### config.mk
export PLATFORM = sky130hd
export DESIGN_NAME = sync_multi_queue
export DESIGN_NICKNAME = d
export VERILOG_FILES = /design/src/rtl/sync_multi_queue.sv
export SDC_FILE = /design/constraint.sdc
export NUM_CORES = 1
export LEC_CHECK = 0
export BUFFER_PORTS_ARGS = -buffer_cell sky130_fd_sc_hd__buf_2
export CORE_MARGIN = 10
export CORE_UTILIZATION = 69
export CTS_BUF_LIST = sky130_fd_sc_hd__clkbuf_4 sky130_fd_sc_hd__clkbuf_8
export DETAILED_ROUTE_END_ITERATION = 16
export PLACE_DENSITY = 0.88
export SYNTH_ARGS = -nofsm -noshare
export SYNTH_HDL_FRONTEND = slang
export SYNTH_SLANG_ARGS = --single-unit
export TNS_END_PERCENT = 50
### constraint.sdc
create_clock -name clk -period 9 [get_ports clk]
set_input_delay 0.45 -clock clk [delete_from_list [all_inputs] [get_ports clk]]
set_output_delay 0.45 -clock clk [all_outputs]
set_load 0.03 [all_outputs]
### src/rtl/sync_multi_queue.sv
// sync_multi_queue: multi-lane-write, single-lane-read synchronous queue.
// Up to WRITE_WIDTH entries enter per clock and are compacted in lane order.
// One entry leaves per clock. Depth may be any integer >= 2, and the
// pointers wrap explicitly.
module sync_multi_queue #(
  parameter int DATA_SIZE   = 32,
  parameter int QUEUE_SIZE  = 16,
  parameter int WRITE_WIDTH = 2,
  parameter int SLACK       = 1
) (
  input  logic                                clk,
  input  logic                                reset,
  input  logic                                kill,
  output logic                                wready,
  input  logic [WRITE_WIDTH-1:0]              wvalid,
  input  logic [WRITE_WIDTH*DATA_SIZE-1:0]    wdata,
  input  logic                                rready,
  output logic                                rvalid,
  output logic [DATA_SIZE-1:0]                rdata,
  output logic [$clog2(QUEUE_SIZE+1)-1:0]     count
);

  localparam int PTR_W = $clog2(QUEUE_SIZE);
  localparam int CNT_W = $clog2(QUEUE_SIZE + 1);
  localparam int SUM_W = CNT_W + 1;
  localparam int NEED  = WRITE_WIDTH + SLACK;
  localparam logic [CNT_W-1:0] QSIZE_C = CNT_W'(QUEUE_SIZE);
  localparam logic [SUM_W-1:0] QSIZE_S = SUM_W'(QUEUE_SIZE);

  // Advance a pointer by inc (inc <= QUEUE_SIZE) and wrap at QUEUE_SIZE.
  // One subtraction is enough because ptr + inc < 2*QUEUE_SIZE.
  function automatic logic [PTR_W-1:0] ptr_add(input logic [PTR_W-1:0] ptr,
                                               input logic [CNT_W-1:0] inc);
    logic [SUM_W-1:0] sum;
    sum = SUM_W'(ptr) + SUM_W'(inc);
    if (sum >= QSIZE_S) begin
      sum = sum - QSIZE_S;
    end
    return sum[PTR_W-1:0];
  endfunction

  // Number of asserted write lanes.
  function automatic logic [CNT_W-1:0] popcount(input logic [WRITE_WIDTH-1:0] v);
    logic [CNT_W-1:0] n;
    n = '0;
    for (int i = 0; i < WRITE_WIDTH; i++) begin
      n = n + CNT_W'(v[i]);
    end
    return n;
  endfunction

  logic [DATA_SIZE-1:0] mem_q [QUEUE_SIZE];
  logic [PTR_W-1:0]     head_q, head_d;
  logic [PTR_W-1:0]     tail_q, tail_d;
  logic [CNT_W-1:0]     count_q, count_d;

  logic [CNT_W-1:0]     free_w;
  logic [CNT_W-1:0]     nwr_w;
  logic                 wr_acc_w;
  logic                 wr_en_w;
  logic                 rd_fire_w;
  logic [PTR_W-1:0]     lane_addr_w [WRITE_WIDTH];

  // Acceptance uses only pre-edge occupancy, so a same-cycle read never
  // makes room for a write in that cycle.
  always_comb begin
    free_w    = QSIZE_C - count_q;
    nwr_w     = popcount(wvalid);
    wr_acc_w  = (nwr_w != '0) && (nwr_w <= free_w);
    wr_en_w   = wr_acc_w && !kill;
    rd_fire_w = rready && (count_q != '0);
  end

  // Slot for each lane: valid lanes pack densely from tail, and invalid
  // lanes take no slot.
  always_comb begin
    logic [CNT_W-1:0] off;
    off = '0;
    for (int i = 0; i < WRITE_WIDTH; i++) begin
      lane_addr_w[i] = ptr_add(tail_q, off);
      off            = off + CNT_W'(wvalid[i]);
    end
  end

  // Next-state for pointers and occupancy. A kill drops everything stored
  // and also this cycle's write and read.
  always_comb begin
    head_d  = head_q;
    tail_d  = tail_q;
    count_d = count_q;
    if (kill) begin
      head_d  = tail_q;
      count_d = '0;
    end else begin
      if (wr_acc_w) begin
        tail_d = ptr_add(tail_q, nwr_w);
      end
      if (rd_fire_w) begin
        head_d = ptr_add(head_q, CNT_W'(1));
      end
      count_d = count_q + (wr_acc_w ? nwr_w : '0) - CNT_W'(rd_fire_w);
    end
  end

  // Control state. Reset takes priority over kill, writes and reads.
  always_ff @(posedge clk) begin
    if (reset) begin
      head_q  <= '0;
      tail_q  <= '0;
      count_q <= '0;
    end else begin
      head_q  <= head_d;
      tail_q  <= tail_d;
      count_q <= count_d;
    end
  end

  // Storage write. No reset is needed because contents are qualified by
  // count.
  always_ff @(posedge clk) begin
    for (int i = 0; i < WRITE_WIDTH; i++) begin
      if (wr_en_w && wvalid[i]) begin
        mem_q[lane_addr_w[i]] <= wdata[i*DATA_SIZE +: DATA_SIZE];
      end
    end
  end

  // Outputs are driven from registered state. There is no fall-through
  // from the write port.
  always_comb begin
    rvalid = (count_q != '0);
    rdata  = mem_q[head_q];
    count  = count_q;
    wready = (int'(free_w) >= NEED);
  end

endmodule

After elaboration in Yosys (flattened, before gate mapping)
Memory sizes are Yosys's and may differ from the RTL's. A register that Yosys moved wholly into a read port is not among the register bits.
Cells that the tools add are included.

word-level totals
  register bits after elaboration = 13
  RAM bits = 512
  bits of input ports = 70
  output and inout bits = 39
  word-level logic and storage cells = 46
  memories = 1

memory list
  name   words  width  read ports  clocked after Yosys merged registers in  wr ports  RTL line  text
  mem_q  16     32     1           1                                        2         52        logic [DATA_SIZE-1:0] mem_q [QUEUE_SIZE];

operators by class
  $add $sub $neg = 11
  order comparisons = 6
  mux-type cells = 13
  bitwise operators = 1
  reductions and logical operators = 11

operator list
  kind                                                                   count
  4-bit 2-to-1 mux                                                       8
  4-bit by 1-bit subtractor with 4-bit output, second input constant     4
  5-bit >= comparator, second input constant                             3
  5-bit nonzero test                                                     2
  4-bit by 1-bit adder with 5-bit output                                 1
  4-bit by 1-bit adder with 5-bit output, second input constant          1
  4-bit by 2-bit adder with 5-bit output                                 1
  5-bit by 2-bit adder with 5-bit output                                 1
  4-bit by 5-bit >= comparator with 1-bit output, second input constant  1
  5-bit by 2-bit >= comparator with 1-bit output, second input constant  1
  5-bit <= comparator                                                    1
  1-bit logical AND                                                      5
  5-bit by 1-bit subtractor with 5-bit output                            1
  5-bit subtractor, first input constant                                 1
  1-bit 2-to-1 mux                                                       4
  1-bit by 1-bit adder with 2-bit output                                 1
  2-bit 2-to-1 mux                                                       1
  2-bit AND reduction                                                    1
  2-bit nonzero test                                                     1
  2-bit OR reduction                                                     1
  1-bit logical NOT                                                      1
  1-bit inverter                                                         1

Depth between registers and ports, before layout
Gate-level depths: netlist (run 1).

  depth after elaboration = 7
  gate-level depth with buffers = 19
  mapped depth without buffers = 19

Worst setup path after synthesis (run 1)
OpenSTA, ideal clock, no wires.

  path kind = flip-flop to flip-flop
  start = register count_q[0] (netlist: count[0])
  end = memory mem_q[10][0], enable pin
  setup time = 511 ps
  data arrival time = 5,511 ps
  required time = 8,489 ps
  path slack = 2,978 ps
  stages on the path, launching flop included = 12
  buffers on the path = 2
  clock period less this slack = 6,022 ps
  cell sequence = dfxtp_1 > inv_1 > ha_1 > inv_1 > ha_1 > nor2b_1 > o211a_1 > o21ai_2 > buf_6 > buf_6 > nand2_1 > o41ai_1

RTL lines
  item                      RTL line  text
  start: declaration        55        logic [CNT_W-1:0] count_q, count_d;
  start signal: assignment  114       count_q <= count_d;
  end: declaration          52

==> impl_metrics.py, run 1 <==
metrics = {
    "drt": {
        "route.detailed.drc": 0,
        "first_pass_iters": 5,
        "drt-wirelength-per-cell_um": 30.71,
        "ant_nets": 0,
        "vias_per_cell": 7.065,
        "vias": 15220,
        "wl_um": 66140,
        "drt_iter0_markers": 2032,
    },
    "final_layout": {
        "fill_cells": 2125,
        "fin_area_um2": 29470,
        "area_growth_pct": 8.740,
        "drive_gt1_frac": 0.5942,
        "multi_input_area_um2": 10730,
        "layout.cells.non_filler": 2154,
        "regArea_um2": 15730,
        "final_nets": 1671,
    },
    "synthesis": {
        "synthArstFlopShare": 0,
        "synthesis.area_um2": 27100,
        "seq_area_frac_synth": 0.5799,
        "synth_top_cells_by_count": "edfxtp_1, mux2_2, mux4_2",
        "postSynthCellCount": 1522,
        "synth_simple_gate_area_frac": 0.01537,
        "synth_top_family_by_area": "multiplexers",
        "synth_compound_area_frac": 0.009419,
        "synth_ff_type": "edfxtp_1",
        "yosysMostFrequentCell": "edfxtp_1",
        "postSynthAreaPerCell_um2": 17.81,
        "synth_adder_area_share": 0.01025,
        "yosysTopAreaCell": "edfxtp_1",
        "ys_warn_count": 0,
        "synth_area_leaders": "edfxtp_1, mux2_2, mux4_2",
        "synthMuxAreaShare": 0.3509,
        "syn_nets": 1613,
        "synth_edf_count": 512,
        "synthDistinctLibCells": 46,
        "ys_ff_latch": 529,
        "synth_top_cell_area_share": 0.5673,
        "synth_xor_area_frac": 0.002909,
    },
    "timing": {
        "fmax_mhz": 229.1,
        "slew_headroom": 0.1872,
        "final-max-slew-violation-count": 0,
        "finalHoldViolations": 0,
        "timing.clock.skew_ns": 0.01771,
        "layout_min_cycle_time_ns": 4.364,
        "fin_tns_setup_ns": 0,
        "setup_viol_count_final": 0,
        "rsz0062_at_grt": "false",
        "worst_pin_slew_ns": 1.215,
        "period_share": 0.4849,
    },
    "worst_setup_path": {
        "worstPathRequired_ns": 8.55,
        "crit_path_max_fanout": 66,
        "crit_chain": "buf_4 -> mux4_2 -> mux4_2 -> buf_2",
        "cp_top_family": "buffers and inverters",
        "r2r-start": "count[0]$_SDFF_PP0_",
        "cp_slowest_cell": "dfxtp_4",
        "cp_slowest_stage_delay_ns": 0.97,
        "path_buf_inv": 2,
        "cp-end-kind": "output port",
        "crit_path_start_kind": "flop",
        "cp.arrival_ns": 3.91,
        "worst_path_most_repeated_cell": "mux4_2",
        "path_class": "flop to output port",
    },
    "grt": {
        "grt_usage": 0.2805,
        "overflow": 0,
        "grt_pass1_wl_um": 100200,
        "antenna_found_initial": 2,
        "grt_max_degree": 112,
        "grt_pass1_vias": 15710,
    },
    "worst_hold_path": {
        "min_from": "reset",
        "hold_path.class": "primary input to flop",
    },
    "clocking": {
        "cts.sinks": 529,
        "postCtsSetupBuffers": 0,
        "cts_resized": 0,
        "clk_latency_ns": 0.66,
        "cts_buffers": 84,
        "cts-root-buf": "clkbuf_8",
        "clk_pin_slew_worst_paths_ns": 0.06,
        "htreeDepth": 3,
        "cts-hold-fix-buffers": 0,
        "clockBufferDepth": 3,
        "cts_tree": "done",
    },
    "outcome": {
        "status": "completed",
    },
    "placement": {
        "placed_cell_area_um2": 27910,
        "port_buffers": 108,
        "dp_cells": 2012,
        "hpwl_um": 38810,
        "gp_congestion": 0.8218,
    },
    "power_and_ir_drop": {
        "finalPower_mw": 6.129,
        "worst_ir_drop_vdd_v": 0.0001524,
        "p_per_area_nw_per_um2": 208.0,
        "p_leak_nw": 9.650,
    },
    "flow_run": {
        "maxCapViolCount": 0,
    },
    "floorplan": {
        "core-area_um2": 38740,
        "chipWidth_um": 218.2,
        "dieArea_um2": 47600,
        "pin_count": 109,
        "die_y_um": 218.2,
        "num_rows": 72,
        "start_util": 0.6996,
    },
}
## path summary, 6_finish.rpt
| check | to | slack (ns) | cells past startpoint |
|---|---|---|---|
| max | rdata[2] | 4.64 | 4 |
| min | tail_q[1]$_SDFFE_PP0N_ | 0.17 | 2 |
| max reg2reg | mem_q[6][11]$_DFFE_PP_ | 4.68 | 9 |
| min reg2reg | tail_q[0]$_SDFFE_PP0N_ | 0.63 | 2 |
## placed cells by master, fill, tap and decap left out, types with 2 or more instances in the layout
master	netlist	routed
clkbuf_8	0	87
edfxtp_1	512	512
buf_4	21	25
clkinv_1	0	16
nand4_1	4	4
nand2b_1	4	4
clkbuf_4	0	18
inv_6	0	2
diode_2	0	2
buf_2	43	108
nand3b_2	4	4
mux2_2	484	484
nor2b_1	6	6
nand3_2	2	6
o21bai_4	0	6
clkinvlp_4	0	2
o21ai_0	9	3
o21ai_4	0	6
and4_1	2	2
nand3_1	9	5
mux4_2	160	160
dfxtp_1	17	13
xnor2_1	6	6
nor2_1	12	12
nor3_1	4	4
xor2_1	3	3
ha_1	19	19
inv_1	16	16
bufinv_16	0	2
mux2i_1	2	2
nand2_1	9	9
o31ai_1	3	3
and3_2	0	5
fa_1	2	2
o41ai_2	0	4
clkinv_2	0	13
and2_1	3	3
dfxtp_4	0	3
mux2_4	29	29
a21oi_1	10	10
## final cells by class
class | instances | area share
Antenna cell | 2 | 0.0001698
Clock buffer | 105 | 0.04522
Clock inverter | 35 | 0.007388
Inverter | 16 | 0.002038
Multi-Input combinational cell | 815 | 0.3641
Sequential cell | 529 | 0.5337
Tap cell | 518 | 0.02199
Timing Repair Buffer | 134 | 0.02539
## logic make-up (layout without fill, tap and decap cells)
kind of cell               after synthesis  count (layout)
AOI/OAI and AO/OA                       39              39
xor gates and xnor gates                 9               9
adders and majority gates               21              21
buffers and inverters                  178             290
DFF                                    529             529
muxes                                  675             675
other                                    0               2
and+or+nand+nor                         71              71
## report_power, final
group	internal (mW)	total [mW]	switching [mW]
Combinational	0.576	1.29	0.718
Sequential	2.80	2.87	0.0624
Clock	1.02	1.97	0.945
## per-stage QoR
step	utilization	hold WS, ns	setup WS, ns
global placement	0.7206	0.5995	4.776
finish	0.7607	0.1689	4.636
floorplan	-	0.5225	2.978
global route	0.7606	0.1690	4.437
detailed placement	0.7206	0.6124	4.649
CTS	0.7606	0.1368	4.673
## layer usage
| metal | share of wire | global-route usage |
|---|---|---|
| met1 | 0.38 | 0.3795 |
| met5 | 0 | 0 |
| met4 | 0.032 | 0.09720 |
| met2 | 0.49 | 0.4464 |
| met3 | 0.091 | 0.06091 |
## flip-flops by register name (all words and copies together) (netlist names), named ones only
register  cells
mem_q       512
head_q        4
tail_q        4
count         5
## worst reg2reg max path: cells and delay by family (launching register included)
family | cells | cell delay [ns]
AO/OA/AOI/OAI | 3 | 1.54
adder cells (fa/ha/maj) | 2 | 0.60
buffers and inverters | 2 | 0.12
flip-flops | 1 | 0.44
AND/OR/NAND/NOR | 2 | 1.23
Power figures use the tool's default switching activity.
==> run 2: changes to the inputs <==
Settings changed: CORE_UTILIZATION 69 to 58, PLACE_DENSITY 0.88 to 0.79.
Clock period 9 ns to 3.5 ns, I/O delays scaled along.
==> run 2 against run 1 <==
  * Clock skew is 0.0097 ns higher
  * Via count rose by 2.3%
  * First-iteration DRC count decreased by 28%
  * Sequential cell count did not move
  * Sequential power grew to 2.6 times the previous value
  * Core utilization decreased by 9.3 points
  * Die area grew 17%
  * Clock power increased to 2.7 times the previous value
  * Worst hold slack worse by 0.11 ns
  * Power rose to 2.6 times the previous value
  * Sequential share of layout area shrank 2.5 points
  * Highest routed layer is now met5
==> impl_metrics.py, run 2 (synthesis gave the netlist of run 1 again) <==
metrics = {
    "outcome": {
        "status": "completed",
    },
    "timing": {
        "finalHoldViolations": 0,
        "timing.clock.skew_ns": 0.02741,
        "period_share": 0.9595,
        "layout_min_cycle_time_ns": 3.358,
        "worst_pin_slew_ns": 0.9275,
        "fmax_mhz": 297.8,
        "fin_tns_setup_ns": 0,
        "rsz0062_at_grt": "true",
        "slew_headroom": 0.3817,
        "setup_viol_count_final": 0,
        "final-max-slew-violation-count": 0,
    },
    "clocking": {
        "cts-root-buf": "clkbuf_8",
        "clk_latency_ns": 0.66,
        "cts_buffers": 87,
        "cts_tree": "done",
        "clk_pin_slew_worst_paths_ns": 0.06,
        "htreeDepth": 3,
        "postCtsSetupBuffers": 0,
        "clockBufferDepth": 3,
        "cts.sinks": 529,
    },
    "drt": {
        "ant_nets": 0,
        "route.detailed.drc": 0,
        "vias": 15560,
        "drt_iter0_markers": 1473,
        "drt-wirelength-per-cell_um": 30.03,
        "first_pass_iters": 6,
        "wl_um": 70490,
        "vias_per_cell": 6.631,
    },
    "placement": {
        "gp_congestion": 0.7969,
        "port_buffers": 108,
        "dp_cells": 2160,
        "hpwl_um": 40780,
    },
    "worst_setup_path": {
        "cp_slowest_stage_delay_ns": 0.40,
        "worstPathRequired_ns": 4.05,
        "r2r-start": "count[0]$_SDFF_PP0_",
        "path_buf_inv": 5,
        "cp_slowest_cell": "fa_1",
        "crit_path_max_fanout": 8,
        "cp.arrival_ns": 3.90,
        "reg2reg_depth": 19,
        "r2r_slack_ns": 0.14,
        "cp_top_family": "adder cells",
        "path_class": "flop to flop",
        "cp-end-kind": "flop",
        "crit_path_start_kind": "flop",
        "rr_endpoint": "count[4]$_SDFF_PP0_",
        "crit_chain": "inv_2 -> ha_1 -> inv_1 -> ha_1 -> nor2b_1 -> o211a_1 -> o21a_1 -> nor2_1 -> nand2_1 -> ha_1 -> inv_1 -> ha_1 -> inv_1 -> fa_1 -> inv_1 -> a21oi_1 -> o21bai_1 -> xnor2_1 -> nor3_1",
    },
    "power_and_ir_drop": {
        "p_leak_nw": 10.31,
        "p_per_area_nw_per_um2": 521.4,
        "worst_ir_drop_vdd_v": 0.0004072,
    },
    "floorplan": {
        "chipWidth_um": 236.2,
        "die_y_um": 236.2,
        "num_rows": 79,
        "start_util": 0.5846,
        "pin_count": 109,
        "core-area_um2": 46360,
        "dieArea_um2": 55770,
    },
    "grt": {
        "use_met2": 0.4154,
        "grt.met1_usage": 0.3260,
        "grt_pass1_wl_um": 105500,
        "grt_pass1_vias": 16330,
        "grt_util_met3": 0.05358,
        "antenna_found_initial": 3,
        "grt_usage": 0.2514,
        "grt_max_degree": 52,
        "grt.busiest_layer": "met2",
        "overflow": 0,
    },
    "worst_hold_path": {
        "hold_path.class": "primary input to flop",
        "holdPathStages": 2,
        "hold_path_end": "mem_q[2][3]$_DFFE_PP_",
        "min_from": "wdata[35]",
    },
    "final_layout": {
        "largest_register_ff_count": 512,
        "layout_common_cells": "edfxtp_1, mux2_2, mux4_2",
        "layout.cells.non_filler": 2347,
        "area_growth_pct": 14.24,
        "mostFrequentLayoutCell": "edfxtp_1",
        "drive_gt1_frac": 0.6028,
        "fill_cells": 3102,
        "final_nets": 1762,
        "regArea_um2": 15740,
        "final_util": 0.6678,
        "multi_input_area_um2": 10800,
    },
    "flow_run": {
        "maxCapViolCount": 0,
    },
}
[run 2: cell types whose count changed in the layout (fill, tap and decap cells not counted), moves of 2 or more]
cell	previous run	this run
inv_2	0	2
inv_1	16	14
clkinv_1	16	19
o41ai_4	0	4
clkinv_2	13	5
clkbuf_8	87	90
clkbuf_4	18	36
dfxtp_1	13	11
o41ai_2	4	0
buf_12	1	37
dlygate4sd3_1	0	29
dfxtp_4	3	5
buf_4	25	48
[run 2: worst max-delay path by stage]
stage | start | endpoint | slack, ns | depth (start not counted)
global route | count[0]$_SDFF_PP0_ | count[4]$_SDFF_PP0_ | -0.05 | 19
global placement | count[0]$_SDFF_PP0_ | count[4]$_SDFF_PP0_ | 0.17 | 19
floorplan | count[3]$_SDFF_PP0_ | mem_q[13][0]$_DFFE_PP_ | -0.44 | 10
CTS | count[0]$_SDFF_PP0_ | mem_q[6][21]$_DFFE_PP_ | 0.09 | 11
finish | count[0]$_SDFF_PP0_ | count[4]$_SDFF_PP0_ | 0.14 | 19
detailed placement | count[0]$_SDFF_PP0_ | count[4]$_SDFF_PP0_ | 0.16 | 19
[run 2: stage by stage]
stage / cell area, um2 / total power [mW] / setup slack [ns] / hold WS, ns
after CTS: 30940 / 16.25 / 0.08936 / 0.001188
after floorplan: 27220 / 9.990 / -0.4394 / 0.2554
final: 30960 / 16.14 / 0.1416 / 0.05438
after global routing: 30960 / 16.79 / -0.04644 / 0.02632
after global placement: 28990 / 10.88 / 0.1723 / 0.5318
after detailed placement: 28990 / 10.99 / 0.1593 / 0.5470
[run 2: routing by layer]
| layer | wire length [um] | vias to the layer above |
|---|---|---|
| met2 | 35530 | 746 |
| met4 | 2129 | 2 |
| met5 | 12 | - |
| li1 | - | 6460 |
| met1 | 27000 | 8196 |
| met3 | 5817 | 159 |
[run 2: cell type report]
| cell class | instances | share of cell area |
|---|---|---|
| diodes | 3 | 0.0002425 |
| clock buffers | 126 | 0.04874 |
| clock inverters | 29 | 0.005092 |
| inverters | 16 | 0.001940 |
| multi-input cells | 815 | 0.3488 |
| flip-flops and latches | 529 | 0.5083 |
| well taps | 607 | 0.02453 |
| repair buffers | 222 | 0.06240 |
[run 2: worst register-to-register path, delay by kind of cell, from the launching register on]
family	cells	cell delay (ns)
and+or+nand+nor	4	0.39
adders and majority gates	5	1.41
xor gates and xnor gates	1	0.14
DFF	1	0.39
AOI/OAI and AO/OA	4	0.62
buffers and inverters	5	0.30
[run 2: power by group]
group	total (mW)	internal [mW]	switching (mW)	leakage, nW
logic	3.54	1.61	1.93	4.67
registers	7.34	7.21	0.133	4.76
clock network	5.26	2.83	2.43	0.881
total	16.1	11.6	4.49	10.3
[run 2: what timing repair did]
item,in CTS,in global routing
endpoints found under the hold margin,130,0
endpoints found under the setup margin,0,3
resized for setup,0,1
hold buffers,29,0
